### config.mk
export PLATFORM = sky130hd
export DESIGN_NAME = vga_rect_scheduler_flat
export DESIGN_NICKNAME = d
export VERILOG_FILES = /design/src/rtl/vga_rect_scheduler_if.sv /design/src/rtl/vga_rect_scheduler.sv /design/src/flat_wrapper.sv
export SDC_FILE = /design/constraint.sdc
export NUM_CORES = 1
export LEC_CHECK = 0
export ABC_AREA = 0
export ABC_CLOCK_PERIOD_IN_PS = 4140
export CELL_PAD_IN_SITES_DETAIL_PLACEMENT = 1
export CELL_PAD_IN_SITES_GLOBAL_PLACEMENT = 2
export CORE_MARGIN = 5
export CORE_UTILIZATION = 28
export CTS_CLUSTER_DIAMETER = 60
export DETAILED_ROUTE_END_ITERATION = 12
export PLACE_DENSITY_LB_ADDON = 0.1
export SYNTH_ARGS = -nofsm -noshare
export SYNTH_HDL_FRONTEND = slang
export SYNTH_SLANG_ARGS = --single-unit
### constraint.sdc
create_clock -name vga_clk -period 4.14 [get_ports vga_clk]
set_input_delay 1.035 -clock vga_clk [delete_from_list [all_inputs] [get_ports vga_clk]]
set_output_delay 1.035 -clock vga_clk [all_outputs]
set_load 0.02 [all_outputs]
### src/rtl/vga_rect_scheduler_if.sv
// Command handshake bundle between the two requesters and vga_rect_scheduler.
interface vga_rect_scheduler_if;
  logic        req0_valid;
  logic        req0_ready;
  logic [67:0] req0_cmd;
  logic        req1_valid;
  logic        req1_ready;
  logic [67:0] req1_cmd;

  modport master (
    output req0_valid, req0_cmd, req1_valid, req1_cmd,
    input  req0_ready, req1_ready
  );

  modport slave (
    input  req0_valid, req0_cmd, req1_valid, req1_cmd,
    output req0_ready, req1_ready
  );
endinterface

### src/rtl/vga_rect_scheduler.sv
// Round-robin rectangle-overlay command scheduler; commits at vertical-sync start.
// Optional bounds rejection when VGA_RECT_CHECK_EN is defined.
//
// state   | meaning
// IDLE    | no offer outstanding; arbitrate among valid requesters
// OFFER   | ready raised to the granted requester for one cycle
// PENDING | shadow loaded, waiting for the next frame start to commit
module vga_rect_scheduler #(
  parameter bit          VS_ACTIVE_LOW = 1'b1,
  parameter logic [10:0] DEF_X0        = 11'd100,
  parameter logic [10:0] DEF_Y0        = 11'd100,
  parameter logic [10:0] DEF_X1        = 11'd200,
  parameter logic [10:0] DEF_Y1        = 11'd200,
  parameter logic [23:0] DEF_COLOR     = 24'hFF4500
) (
  input  logic                 vga_clk,
  input  logic                 reset,
  input  logic                 vs,
  vga_rect_scheduler_if.slave  req,
  output logic [10:0]          rect_x0,
  output logic [10:0]          rect_y0,
  output logic [10:0]          rect_x1,
  output logic [10:0]          rect_y1,
  output logic [23:0]          rect_color,
  output logic                 pending,
  output logic                 commit_pulse,
  output logic                 last_grant,
  output logic                 cmd_err
);

  typedef enum logic [1:0] {IDLE, OFFER, PENDING} state_t;

  localparam logic VS_ON = ~VS_ACTIVE_LOW;

  state_t      state;
  logic        grant;
  logic        vs_q;
  logic [67:0] shadow;

  logic        fs;
  logic        pick;
  logic        g_valid;
  logic [67:0] g_cmd;
  logic        cmd_bad;

  assign fs      = (vs_q != VS_ON) && (vs == VS_ON);
  // Contention goes to whoever was not granted last; otherwise the sole requester.
  assign pick    = (req.req0_valid && req.req1_valid) ? ~last_grant : req.req1_valid;
  assign g_valid = grant ? req.req1_valid : req.req0_valid;
  assign g_cmd   = grant ? req.req1_cmd   : req.req0_cmd;

`ifdef VGA_RECT_CHECK_EN
  assign cmd_bad = (g_cmd[45:35] < g_cmd[67:57]) || (g_cmd[34:24] < g_cmd[56:46]);
`else
  assign cmd_bad = 1'b0;
`endif

  always_ff @(posedge vga_clk) begin
    if (!reset) begin
      state          <= IDLE;
      grant          <= 1'b0;
      last_grant     <= 1'b1;
      vs_q           <= ~VS_ON;
      shadow         <= '0;
      rect_x0        <= DEF_X0;
      rect_y0        <= DEF_Y0;
      rect_x1        <= DEF_X1;
      rect_y1        <= DEF_Y1;
      rect_color     <= DEF_COLOR;
      pending        <= 1'b0;
      commit_pulse   <= 1'b0;
      cmd_err        <= 1'b0;
      req.req0_ready <= 1'b0;
      req.req1_ready <= 1'b0;
    end else begin
      vs_q         <= vs;
      commit_pulse <= 1'b0;
      cmd_err      <= 1'b0;
      case (state)
        IDLE: begin
          if (req.req0_valid || req.req1_valid) begin
            grant          <= pick;
            last_grant     <= pick;
            req.req0_ready <= ~pick;
            req.req1_ready <= pick;
            state          <= OFFER;
          end
        end
        OFFER: begin
          req.req0_ready <= 1'b0;
          req.req1_ready <= 1'b0;
          if (!g_valid) begin
            state <= IDLE;
          end else if (cmd_bad) begin
            cmd_err <= 1'b1;
            state   <= IDLE;
          end else begin
            shadow  <= g_cmd;
            pending <= 1'b1;
            state   <= PENDING;
          end
        end
        PENDING: begin
          if (fs) begin
            rect_x0      <= shadow[67:57];
            rect_y0      <= shadow[56:46];
            rect_x1      <= shadow[45:35];
            rect_y1      <= shadow[34:24];
            rect_color   <= shadow[23:0];
            commit_pulse <= 1'b1;
            pending      <= 1'b0;
            state        <= IDLE;
          end
        end
        default: state <= IDLE;
      endcase
    end
  end

endmodule

### src/flat_wrapper.sv
// flat-port wrapper written by rule: the top's interface ports become plain ports
module vga_rect_scheduler_flat 
#(
  parameter bit          VS_ACTIVE_LOW = 1'b1,
  parameter logic [10:0] DEF_X0        = 11'd100,
  parameter logic [10:0] DEF_Y0        = 11'd100,
  parameter logic [10:0] DEF_X1        = 11'd200,
  parameter logic [10:0] DEF_Y1        = 11'd200,
  parameter logic [23:0] DEF_COLOR     = 24'hFF4500
)
  (vga_clk, reset, vs, rect_x0, rect_y0, rect_x1, rect_y1, rect_color, pending, commit_pulse, last_grant, cmd_err, req_req0_valid, req_req0_cmd, req_req1_valid, req_req1_cmd, req_req0_ready, req_req1_ready);
  vga_rect_scheduler_if req_i ();
  input  logic vga_clk;
  input  logic reset;
  input  logic vs;
  output logic [10:0] rect_x0;
  output logic [10:0] rect_y0;
  output logic [10:0] rect_x1;
  output logic [10:0] rect_y1;
  output logic [23:0] rect_color;
  output logic pending;
  output logic commit_pulse;
  output logic last_grant;
  output logic cmd_err;
  input wire logic [$bits(req_i.req0_valid)-1:0] req_req0_valid;
  input wire logic [$bits(req_i.req0_cmd)-1:0] req_req0_cmd;
  input wire logic [$bits(req_i.req1_valid)-1:0] req_req1_valid;
  input wire logic [$bits(req_i.req1_cmd)-1:0] req_req1_cmd;
  output wire logic [$bits(req_i.req0_ready)-1:0] req_req0_ready;
  output wire logic [$bits(req_i.req1_ready)-1:0] req_req1_ready;
  assign req_i.req0_valid = req_req0_valid;
  assign req_i.req0_cmd = req_req0_cmd;
  assign req_i.req1_valid = req_req1_valid;
  assign req_i.req1_cmd = req_req1_cmd;
  assign req_req0_ready = req_i.req0_ready;
  assign req_req1_ready = req_i.req1_ready;
  vga_rect_scheduler #(.VS_ACTIVE_LOW(VS_ACTIVE_LOW), .DEF_X0(DEF_X0), .DEF_Y0(DEF_Y0), .DEF_X1(DEF_X1), .DEF_Y1(DEF_Y1), .DEF_COLOR(DEF_COLOR)) u_core (.vga_clk(vga_clk), .reset(reset), .vs(vs), .req(req_i), .rect_x0(rect_x0), .rect_y0(rect_y0), .rect_x1(rect_x1), .rect_y1(rect_y1), .rect_color(rect_color), .pending(pending), .commit_pulse(commit_pulse), .last_grant(last_grant), .cmd_err(cmd_err));
endmodule
==> impl_results.html <==
<table>
<tr><th>Metric</th><th>Value</th></tr>
<tr><th colspan="2">Synthesis</th></tr>
<tr><td>Leading cell types by total area after synthesis</td><td>sky130_fd_sc_hd__dfxtp_1, sky130_fd_sc_hd__mux2i_1, sky130_fd_sc_hd__o211a_1</td></tr>
<tr><td>Top cell type's share of synthesized area</td><td>47.88%</td></tr>
<tr><td>Predominant post-synthesis flop cell</td><td>sky130_fd_sc_hd__dfxtp_1</td></tr>
<tr><td>Share of synthesized area occupied by flip-flops and latches</td><td>between 40% and 50%</td></tr>
<tr><td>Count of warnings emitted by yosys</td><td>0</td></tr>
<tr><td>Mean instance size in the synthesized netlist</td><td>around 9.3 um^2</td></tr>
<tr><td>Number of flops mapped to enable cells by yosys</td><td>0</td></tr>
<tr><td>Area leader, netlist</td><td>sky130_fd_sc_hd__dfxtp_1</td></tr>
<tr><td>Synthesized instance count</td><td>649</td></tr>
<tr><td>Cell area after technology mapping</td><td>6062 um^2</td></tr>
<tr><td>Total of flip-flops plus latches after synthesis</td><td>approximately 150</td></tr>
<tr><td>Net count after synthesis</td><td>790</td></tr>
<tr><td>Async set or reset register ratio after synthesis</td><td>0%</td></tr>
<tr><td>Library cells used by synthesis</td><td>29</td></tr>
<tr><th colspan="2">Run</th></tr>
<tr><td>Max-cap violations</td><td>0</td></tr>
<tr><th colspan="2">Timing</th></tr>
<tr><td>Number of hold-slack violations in the final timing report</td><td>0</td></tr>
<tr><td>Setup repair after global routing missed its margin</td><td>no</td></tr>
<tr><td>Final setup violation count</td><td>0</td></tr>
<tr><td>Worst setup skew after layout</td><td>between 0.005 and 0.006 ns</td></tr>
<tr><td>Highest clock rate</td><td>366.2 MHz</td></tr>
<tr><td>Hold Slack</td><td>~0.45 ns</td></tr>
<tr><td>Worst-Margin Slew</td><td>~0.82 ns</td></tr>
<tr><td>Post-layout min period</td><td>between 2 and 3 ns</td></tr>
<tr><td>Part of the cycle the worst path needs</td><td>65.97%</td></tr>
<tr><td>Final-layout setup total negative slack</td><td>0 ns</td></tr>
<tr><td>Count of final max-slew check failures</td><td>0</td></tr>
<tr><td>Slew Limit Headroom</td><td>a little under half</td></tr>
<tr><th colspan="2">Worst setup path</th></tr>
<tr><td>Critical path endpoint category</td><td>register</td></tr>
<tr><td>Data required, critical path</td><td>around 4.4 ns</td></tr>
<tr><td>Maximum fanout along the worst path</td><td>45</td></tr>
<tr><td>Worst EP arrival</td><td>~3.0 ns</td></tr>
<tr><td>WS Path Type</td><td>in2reg</td></tr>
<tr><td>Startpoint class of the critical path</td><td>primary input</td></tr>
<tr><th colspan="2">Finish</th></tr>
<tr><td>Final non-filler cell total</td><td>between 1k and 1.5k</td></tr>
<tr><td>Net total in the final layout</td><td>968</td></tr>
<tr><td>Final cell utilization of the core</td><td>42.52%</td></tr>
<tr><td>Synthesis-to-layout area growth</td><td>48.38%</td></tr>
<tr><td>Share of cells above drive strength 1</td><td>5.714%</td></tr>
<tr><td>Number of diodes added for antenna fixing</td><td>0</td></tr>
<tr><th colspan="2">Global routing</th></tr>
<tr><td>First-pass GRT wire length</td><td>about 30 mm</td></tr>
<tr><td>GRT overflow</td><td>0</td></tr>
<tr><td>GRT Overall Usage</td><td>between 10% and 20%</td></tr>
<tr><td>Number of global-route vias before repair</td><td>between 5k and 6k</td></tr>
<tr><td>Number of antenna violations at the first check in global routing</td><td>0</td></tr>
<tr><td>Pin count of the biggest net entering global routing</td><td>around 80</td></tr>
<tr><th colspan="2">Pwr</th></tr>
<tr><td>Sequential share of power</td><td>between 40% and 50%</td></tr>
<tr><td>Switch Pwr</td><td>853.3 uW</td></tr>
<tr><td>Worst VDD drop</td><td>approximately 0.23 mV</td></tr>
<tr><td>Ratio of total power to cell area</td><td>394.4 nW/um^2</td></tr>
<tr><td>Fraction of power consumed by combinational cells</td><td>12.6%</td></tr>
<tr><td>Net switching share of the total power</td><td>between 20% and 30%</td></tr>
<tr><td>Total power draw</td><td>between 3 and 4 mW</td></tr>
<tr><td>Part of the power in the clock network</td><td>between 40% and 50%</td></tr>
<tr><td>Cell internal pwr</td><td>about 2.7 mW</td></tr>
<tr><td>Lkg Pwr</td><td>3.933 nW</td></tr>
<tr><th colspan="2">Clocking</th></tr>
<tr><td>Root Buffer Master</td><td>sky130_fd_sc_hd__clkbuf_16</td></tr>
<tr><td>TritonCTS clock tree</td><td>yes</td></tr>
<tr><td>Number of H-tree levels</td><td>4</td></tr>
<tr><td>Skew-Pair Late Insertion Delay</td><td>approximately 0.42 ns</td></tr>
<tr><td># Post-CTS Setup Buffers</td><td>0</td></tr>
<tr><td>Clock-pin slew of the registers on the worst-case setup and hold paths</td><td>around 0.06 ns</td></tr>
<tr><td>Number of buffers inserted during clock tree synthesis</td><td>17</td></tr>
<tr><td>Total number of clock tree sinks</td><td>about 150</td></tr>
<tr><td>Hold Buf Count CTS</td><td>0</td></tr>
<tr><td>Clk buf depth</td><td>2</td></tr>
<tr><td>CTS resizes</td><td>0</td></tr>
<tr><th colspan="2">Detailed routing</th></tr>
<tr><td>Total vias in the final route</td><td>between 5k and 6k</td></tr>
<tr><td>Average wire length per cell after detail routing</td><td>between 15 and 20 um</td></tr>
<tr><td>TritonRoute pass-1 iters</td><td>4</td></tr>
<tr><td>Number of DRC markers after the initial detailed-route iteration</td><td>just under 200</td></tr>
<tr><td>Count of unresolved DRC violations after routing</td><td>0</td></tr>
<tr><td>Number of vias per cell</td><td>roughly 4.8</td></tr>
<tr><td>Residual antenna-violating net count after detailed routing</td><td>0</td></tr>
<tr><td>Post-detailed-routing wire length</td><td>between 15 and 20 mm</td></tr>
<tr><th colspan="2">Run status</th></tr>
<tr><td>Status</td><td>complete, no violations</td></tr>
<tr><th colspan="2">Place</th></tr>
<tr><td>Port Buffers</td><td>roughly 210</td></tr>
<tr><td>Sum of net half-perimeters after detailed placement</td><td>about 13 mm</td></tr>
<tr><td>Placed instance count</td><td>1083</td></tr>
<tr><td>Routability Congestion</td><td>0.7725</td></tr>
<tr><th colspan="2">Min path</th></tr>
<tr><td>Path class of the lowest-slack min-delay path</td><td>reg2reg</td></tr>
<tr><th colspan="2">Floorplan</th></tr>
<tr><td>Floorplan Core Area</td><td>approximately 21000 um^2</td></tr>
<tr><td>X dimension of the die</td><td>157.1 um</td></tr>
<tr><td>Number of rows created at floorplan</td><td>53</td></tr>
<tr><td>Number of placed I/O pins</td><td>215</td></tr>
<tr><td>Initial cell density of the core</td><td>28.66%</td></tr>
<tr><td>Die H</td><td>157.1 um</td></tr>
<tr><td>Die outline area</td><td>24690 um^2</td></tr>
</table>
## layer usage
metal,wire length [um],vias to the layer above,global-route usage (%),part of all wire [%]
li1,-,2633,-,-
met1,8414,2569,18.77,44
met2,9452,141,27.15,49
met3,1231,14,4.867,6.4
met4,207,0,4.547,1.1
met5,0,-,0,0
## metrics by stage
stage	instance area, um^2	worst slack [ns]
after floorplan	6062	1.980
after detailed placement	8382	0.9049
after CTS	8995	1.347
final	8995	1.409
after global routing	8995	1.241
after global placement	8382	0.9604
## cells by family (layout without fill, tap and decap cells)
family          count (synthesis)  after routing  synth area share (%)
compound gates                124            124                 17.96
buf+inv                        64            255                 4.706
flops                         145            145                 47.88
mux                            69             69                 11.48
other cells                     1              1               0.06186
simple gates                  246            246                 17.92
## cell usage after synthesis (2+ instances only)
library cell and count:
sky130_fd_sc_hd__and2_1 2, sky130_fd_sc_hd__clkbuf_1 40, sky130_fd_sc_hd__nand2b_1 3, sky130_fd_sc_hd__nand2_1 138, sky130_fd_sc_hd__o21ai_1 3, sky130_fd_sc_hd__buf_2 15
sky130_fd_sc_hd__o211a_1 68, sky130_fd_sc_hd__nor2_1 2, sky130_fd_sc_hd__dfxtp_1 145, sky130_fd_sc_hd__a21oi_1 2, sky130_fd_sc_hd__buf_1 5, sky130_fd_sc_hd__nor2b_1 3
sky130_fd_sc_hd__buf_6 3, sky130_fd_sc_hd__a21boi_1 47, sky130_fd_sc_hd__nor3b_1 2, sky130_fd_sc_hd__nand3_1 91, sky130_fd_sc_hd__mux2i_1 68
## cell usage in the layout, fill, tap and decap left out, types with 2 or more instances in the layout
cell type | synthesis | routed
sky130_fd_sc_hd__clkdlybuf4s50_1 | 0 | 212
sky130_fd_sc_hd__a21oi_1 | 2 | 2
sky130_fd_sc_hd__nand2_1 | 138 | 138
sky130_fd_sc_hd__nor2b_1 | 3 | 2
sky130_fd_sc_hd__o21ai_1 | 3 | 3
sky130_fd_sc_hd__nand2b_1 | 3 | 3
sky130_fd_sc_hd__clkinv_2 | 0 | 2
sky130_fd_sc_hd__inv_6 | 0 | 2
sky130_fd_sc_hd__nor3b_1 | 2 | 2
sky130_fd_sc_hd__a21boi_1 | 47 | 47
sky130_fd_sc_hd__bufinv_16 | 0 | 3
sky130_fd_sc_hd__dfxtp_1 | 145 | 144
sky130_fd_sc_hd__o211a_1 | 68 | 68
sky130_fd_sc_hd__buf_4 | 1 | 10
sky130_fd_sc_hd__nor2_1 | 2 | 2
sky130_fd_sc_hd__clkinvlp_4 | 0 | 4
sky130_fd_sc_hd__clkbuf_16 | 0 | 17
sky130_fd_sc_hd__nand3_1 | 91 | 91
sky130_fd_sc_hd__mux2i_1 | 68 | 68
sky130_fd_sc_hd__clkbuf_8 | 0 | 2
## worst paths after layout
path / from / endpoint / slack [ns] / depth (start not counted)
setup / recovery: vs / u_core.rect_y1[6] / 1.41 / 5
hold / removal: u_core.rect_color[5] / u_core.rect_color[5] / 0.45 / 2
setup reg to reg: u_core.grant / u_core.shadow[4] / 1.84 / 4
hold reg to reg: u_core.rect_color[5] / u_core.rect_color[5] / 0.45 / 2
## worst max-delay path, stage by stage
cell and delay (ns):
sky130_fd_sc_hd__clkdlybuf4s50_1 0.50, sky130_fd_sc_hd__nand4bb_4 0.79, sky130_fd_sc_hd__buf_4 0.46, sky130_fd_sc_hd__nand2_1 0.09
sky130_fd_sc_hd__nand3_1 0.08
## registers in the layout (all words and copies together) (netlist names)
signal / cells
u_core.shadow: 68
u_core.rect_color: 24
u_core.rect_x0: 11
u_core.rect_x1: 11
u_core.rect_y0: 11
u_core.rect_y1: 11
u_core.state: 2
u_core.commit_pulse: 1
u_core.grant: 1
u_core.last_grant: 1
u_core.pending: 1
u_core.req.req0_ready: 1
u_core.req.req1_ready: 1
u_core.vs_q: 1
## power groups by stage
| stage | combinational [mW] | sequential, mW | clock (mW) |
|---|---|---|---|
| after floorplan | 0.236 | 1.53 | 0 |
| after global placement | 0.450 | 1.54 | 0 |
| after detailed placement | 0.457 | 1.54 | 0 |
| after CTS | 0.459 | 1.51 | 1.63 |
| after global routing | 0.492 | 1.52 | 1.69 |
| final | 0.449 | 1.51 | 1.59 |
## cell type report
type / instances / area, um^2
tap: 275 / 344.1
fill: 2355 / 12160
multi-input combinational: 440 / 2914
clock inverter: 12 / 156.4
timing repair buffer: 223 / 2217
sequential: 145 / 2907
clock buffer: 20 / 456.7
Power figures use the tool's default switching activity.
